===== src/rtl/cc_event_pkg.sv =====
// Shared types and defaults for the cross-clock event responder.
package cc_event_pkg;

    typedef enum logic [1:0] {
        IDLE    = 2'd0,
        DELIVER = 2'd1,
        ACK     = 2'd2
    } cc_evt_state_t;

    localparam int SYNC_STAGES_DEF = 2;

endpackage


===== src/rtl/cc_event_resp_sync_bit.sv =====
// N-flop level synchroniser for a single asynchronous bit; resets to 0.
module sync_bit #(
    parameter int STAGES = cc_event_pkg::SYNC_STAGES_DEF
) (
    input  logic clk_i,
    input  logic rst_i,
    input  logic d_i,
    output logic q_o
);

    logic [STAGES-1:0] sync_q;

    // Shift the raw level through the flop chain; only the last flop is used.
    always_ff @(posedge clk_i or posedge rst_i) begin
        if (rst_i) begin
            sync_q <= '0;
        end else begin
            sync_q <= {sync_q[STAGES-2:0], d_i};
        end
    end

    assign q_o = sync_q[STAGES-1];

endmodule


===== src/rtl/cc_event_resp.sv =====
// Receiving side of a 4-phase req/ack event handshake. The async req level
// is synchronised, each event is offered to a local consumer as a
// valid/ready transfer, and ack is returned only after acceptance so that
// consumer backpressure stalls the sender.
// Optional accepted-event counter: define CC_EVENT_CNT_EN.
module cc_event_resp
    import cc_event_pkg::*;
#(
    parameter int SYNC_STAGES = SYNC_STAGES_DEF,
    parameter int CNT_W       = 16
) (
    input  logic             clk,
    input  logic             rst,
    input  logic             req,
    output logic             ack,
    output logic             evt_valid,
    input  logic             evt_ready,
    output logic             proto_err
`ifdef CC_EVENT_CNT_EN
    ,
    output logic [CNT_W-1:0] evt_cnt
`endif
);

    // Reject configurations the synchroniser or counter cannot support.
    if (SYNC_STAGES < 2 || CNT_W < 1) begin : g_bad_param
        $error("cc_event_resp: SYNC_STAGES must be >= 2 and CNT_W >= 1");
    end

    logic          req_s;
    cc_evt_state_t state_q, state_d;
    logic          ack_q, ack_d;
    logic          evt_valid_q, evt_valid_d;
    logic          proto_err_q, proto_err_d;
    logic          accept;

    sync_bit #(
        .STAGES (SYNC_STAGES)
    ) u_req_sync (
        .clk_i (clk),
        .rst_i (rst),
        .d_i   (req),
        .q_o   (req_s)
    );

    assign accept = evt_valid_q && evt_ready;

    // Next state, sticky error, and registered outputs decoded from next state.
    always_comb begin
        state_d     = state_q;
        proto_err_d = proto_err_q;
        case (state_q)
            IDLE: begin
                if (req_s) state_d = DELIVER;
            end
            DELIVER: begin
                // Event is already committed; a dropped req is flagged, not cancelled.
                if (!req_s) proto_err_d = 1'b1;
                if (accept) state_d = ACK;
            end
            ACK: begin
                // A re-raised req is only seen after returning through IDLE.
                if (!req_s) state_d = IDLE;
            end
            default: state_d = IDLE;
        endcase
        ack_d       = (state_d == ACK);
        evt_valid_d = (state_d == DELIVER);
    end

    // State and output registers.
    always_ff @(posedge clk or posedge rst) begin
        if (rst) begin
            state_q     <= IDLE;
            ack_q       <= 1'b0;
            evt_valid_q <= 1'b0;
            proto_err_q <= 1'b0;
        end else begin
            state_q     <= state_d;
            ack_q       <= ack_d;
            evt_valid_q <= evt_valid_d;
            proto_err_q <= proto_err_d;
        end
    end

    assign ack       = ack_q;
    assign evt_valid = evt_valid_q;
    assign proto_err = proto_err_q;

`ifdef CC_EVENT_CNT_EN
    logic [CNT_W-1:0] cnt_q, cnt_d;

    assign cnt_d = accept ? cnt_q + CNT_W'(1) : cnt_q;

    // Accepted-event counter, wraps naturally at 2^CNT_W.
    always_ff @(posedge clk or posedge rst) begin
        if (rst) begin
            cnt_q <= '0;
        end else begin
            cnt_q <= cnt_d;
        end
    end

    assign evt_cnt = cnt_q;
`endif

endmodule


===== config.mk =====
export PLATFORM = sky130hd
export DESIGN_NAME = cc_event_resp
export DESIGN_NICKNAME = d
export VERILOG_FILES = /design/src/rtl/cc_event_pkg.sv /design/src/rtl/cc_event_resp_sync_bit.sv /design/src/rtl/cc_event_resp.sv
export SDC_FILE = /design/constraint.sdc
export NUM_CORES = 1
export LEC_CHECK = 0
export CAP_MARGIN = 15
export CORE_AREA = 10 10 47 49
export CTS_CLUSTER_SIZE = 25
export DETAILED_ROUTE_END_ITERATION = 16
export DIE_AREA = 0 0 57 59
export PLACE_DENSITY = 0.4
export SYNTH_ARGS = -nofsm -noshare
export SYNTH_HDL_FRONTEND = slang
export SYNTH_HIERARCHICAL = 1
export SYNTH_SLANG_ARGS = --single-unit

===== constraint.sdc =====
create_clock -name clk -period 0.8 [get_ports clk]
set_input_delay 0.24 -clock clk [delete_from_list [all_inputs] [get_ports clk]]
set_output_delay 0.24 -clock clk [all_outputs]
set_load 0.02 [all_outputs]

After elaboration in Yosys (flattened, before gate mapping)
Index checks and enable logic that the tools add are counted.
Widths: inputs -> output; s select.
Storage, ports and cells
  flip-flop bits (word level): 7
  input bits: 4
Operators by class
  equal/unequal tests: 4
  mux-type cells: 4
  bitwise gates (word level): 1
  reductions and logical operators: 3
Operator list (number)
  $mux 2: 3
  $pmux 2 s3: 1
  $eq 2x1->1 const B: 2
  $eq 2x2->1 const B: 2
  $logic_not 2->1: 1
  $reduce_and 2->1: 1
  $logic_and 1x1->1: 1
  $not 1->1: 1

Logic depth before layout (Yosys ltp)
  depth after elaboration: 4
  depth in mapped cells: 2
  mapped depth without buffers: 2

Cells and area by module
The synthesis kept the hierarchy.
Modules (own cells, without submodules)
  cc_event_resp: times used 1, cells an instance 15, area an instance 183.9 µm², sequential area each 125.1 µm²
  sync_bit: times used 1, cells an instance 3, area an instance 53.8 µm², sequential area each 50.0 µm²

Worst setup path before layout
OpenSTA, ideal clock, no wires.
  path type: register to register
  from: reg evt_valid_q, in the netlist evt_valid
  to: reg evt_valid_q, in the netlist evt_valid
  library setup time: 99 ps
  arrival: 706 ps
  slack: -5 ps
  stages on the path, launching flop included: 2
  buffers on the path: 0
  clock period less this slack: 805 ps
  cell sequence: dfrtp_1 a311oi_1
On the way
  cells in the longest elaborated chain, start to end: 4
RTL lines
  start, declared: RTL line cc_event_resp.sv:33  | logic evt_valid_q, evt_valid_d;
  start signal, assigned: RTL line cc_event_resp.sv:81  | evt_valid_q <= evt_valid_d;
  $logic_and 1x1->1: RTL line cc_event_resp.sv:46  | assign accept = evt_valid_q && evt_ready;
  $mux 2: RTL line cc_event_resp.sv:59  | if (accept) state_d = ACK;
  $pmux 2 s3: RTL line cc_event_resp.sv:52  | case (state_q)
  $eq 2x1->1: RTL line cc_event_resp.sv:68  | evt_valid_d = (state_d == DELIVER);
  named net evt_valid_d: RTL line cc_event_resp.sv:33
The timed path passes the listed nets, and every way through them passes these cells.
A chain may end at the register's enable or synchronous reset.

Worst setup path in the final report
  from: reg evt_valid_q, in the netlist evt_valid
  to: out evt_valid
RTL lines
  end, declared: RTL line cc_event_resp.sv:16  | output logic evt_valid,
No word-level cell between the ends.

==> key figures <==
Outcome
  – Status: complete, but fails checks
  – Failing checks: negative setup slack

Clocking
  – CTS tree: done
  – Clock sinks: 7
  – H-Tree Depth: 1
  – Cts bufs inserted: 3
  – Clock root cell: clkbuf_4
  – Clock transition at path regs: 60 ps
  – CTS Hold Bufs: 0
  – Maximum clock insertion buffer count: 2
  – Clk Latency, worst-skew pair: 250 ps

Timing
  – Worst setup margin: -222.9 ps
  – Max Freq: 977.6 MHz
  – Min Tclk post-route: 1023 ps
  – Total Neg Setup Slack: -896.2 ps
  – Final setup viols: 7
  – RSZ-0062 raised after global routing: yes
  – Final period util: 127.9%
  – Max-slew violation count: 0
  – Final hold vios: 0
  – Layout Skew: 8.115 ps
  – Rel. slew slack: 85.16%
  – Worst Tran Pin Value: 222.6 ps

Power
  – Sequential Power Share: 40.3%
  – Leak pwr: 0.1800 nW
  – Net Sw Power: 0.5136 mW
  – VDD IR max: 0.001583 V
  – Combinational Power Share: 38.6%
  – Power per cell area: 3516 mW/mm2
  – Sw Share: 33.94%
  – P_int: 0.9997 mW
  – Clock share of power: 21.1%

Critical path
  – CP Class: reg2out
  – Crit-path slowest cell: dfrtp_2
  – CP max FO: 2
  – Capturing point of the worst reg2reg path: state_q[0]
  – Reg2reg path depth: 2
  – Critical R2R Launch: evt_valid
  – WP buf/inv: 1
  – CP arrival: 780 ps
  – CP top delay family: flip-flops
  – CP startpoint kind: flop
  – WP data required: 560 ps
  – Flop2flop setup slack: -80 ps
  – CP Capture Type: primary output
  – Worst path cell trace: buf_6
  – Crit-path max cell delay: 400 ps

Cells and area
  – Share of cells above drive strength 1: 65.63%
  – Layout fillers: 154
  – Register area: 178.9 um2
  – Antenna diode count: 0
  – Final Net Count: 37
  – Synth-to-layout area growth: 81.05%
  – Multi-input gate area: 97.59 um2
  – Fin util: 30.71%

Global routing
  – Total gr overflow: 0
  – Vias in the first global route: 221
  – Met1 usage: 3.828%
  – First-pass GRT wire length: 966 um
  – GR Layer Usage met2: 5.116%
  – Antenna violations before repair: 0
  – Largest net degree at the start of global routing: 7
  – All-Layer GR Usage: 3.986%
  – GR Layer Usage met3: 2.575%
  – Top Usage Layer GRT: met2

Synth
  – Seq cells post-synth: 7
  – Cell count after synthesis: 18
  – Post-synthesis sequential area ratio: 73.68%
  – Post-Synthesis Net Count: 22
  – Top cell type's share of synthesized area: 73.68%
  – Area contributors post-synth: dfrtp_1, a311oi_1, o22ai_1, a21o_2, inv_1
  – Yosys warns: 6
  – Post-synth design cell area: 237.7 um2
  – Post-synth top area cell: dfrtp_1
  – Syn_area_per_cell: 13.21 um2
  – Post-synthesis cell type count: 8

Placement
  – DP HPWL: 378.3 um
  – Port Buffers: 6
  – GP Congestion: 0.7385

Routing
  – DRT iter0 DRCs: 4
  – First-pass detailed-route iteration total: 2
  – Vias per inst: 3.958
  – Post-route ant nets: 0
  – Vias: 190
  – Routed WL: 545 um
  – Post-route DRC: 0
  – WL/cell: 11.35 um

Die
  – Initial Utilization: 16.96%
  – Die X: 57 um
  – Site Rows: 14
  – Die Area: 0.003363 mm2
  – # IOs: 7
  – Die H: 59 um
  – Core Area: 0.001401 mm2

Hold path
  – Hold Crit Class: in2async

Run
  – Max cap viols: 0
cell type report:
class / instances / area share (%)
Sequential cell: 7 / 41.57
Clock buffer: 4 / 6.105
Tap cell: 16 / 4.651
Inverter: 2 / 1.744
Multi-Input combinational cell: 9 / 22.67
Timing Repair Buffer: 10 / 23.26
routing by layer:
layer	share of wire (%)	wire length (um)	up-vias
li1	-	-	93
met1	39	215	93
met2	52	282	4
met3	8.6	47	0
met4	0	0	0
met5	0	0	-
cells by family (layout without fill, tap and decap cells):
kind of cell	Yosys count	after routing	synth area share, %
AO/OA/AOI/OAI	5	5	16.32
buffers and inverters	2	16	3.159
flip-flops	7	7	73.69
AND/OR/NAND/NOR	4	4	6.840
power groups by stage:
stage	combinational (mW)	clock (mW)	sequential (mW)
after floorplan	0.106	0	0.616
after global placement	0.386	0	0.552
after detailed placement	0.390	0	0.558
after CTS	0.464	0.331	0.595
after global routing	0.632	0.370	0.632
final	0.585	0.319	0.610
cell usage after synthesis (all sizes together):
cell    instances
nand3           1
a311oi          2
nand2           1
a21o            1
o22ai           2
inv             2
nor2            2
dfrtp           7
timing repair:
action / CTS / global route
setup endpoints to repair: 8 / 8
pin swaps: 1 / 2
cloned: 0 / 0
buffers inserted: 0 / 2
gates resized for setup: 25 / 6
state kept, by name, indices dropped and copies added, names as in the netlist:
register and count:
state_q 2, u_req_sync/sync_q 2, ack 1, evt_valid 1, proto_err 1
metrics by stage:
step	setup WS, ps	instance area [um2]	std cells	power (mW)	hold WS [ps]
finish	-222.9	430.4	48	1.513	167.2
global route	-265.2	430.4	48	1.633	184.5
floorplan	15.30	239.0	18	0.7216	-18.82
detailed placement	-380.1	341.6	43	0.9482	346.0
CTS	-232.2	392.9	47	1.389	158.9
global placement	-379.1	341.6	43	0.9383	336.3
how the worst max path moves through the flow:
| stage | startpoint | end | slack (ps) | cells past startpoint |
|---|---|---|---|---|
| finish | evt_valid | evt_valid | -220 | 1 |
| global route | evt_valid | evt_valid | -270 | 1 |
| CTS | evt_valid | evt_valid | -230 | 1 |
| detailed placement | evt_valid | evt_valid | -380 | 1 |
| global placement | evt_valid | evt_valid | -380 | 1 |
| floorplan | evt_valid | evt_valid | 20 | 1 |
layout by cell type (no fill, tap or decap):
cell type        instances
o22ai_2                  2
nand3_4                  1
dfrtp_2                  3
nand2_1                  1
clkbuf_4                 3
dlygate4sd2_1            1
a21o_2                   1
clkbuf_1                 1
buf_6                    5
buf_4                    2
nor2_2                   2
clkdlybuf4s50_1          2
dfrtp_1                  4
a311oi_2                 2
inv_1                    2
Note: power is estimated with default switching activity, not from simulation.
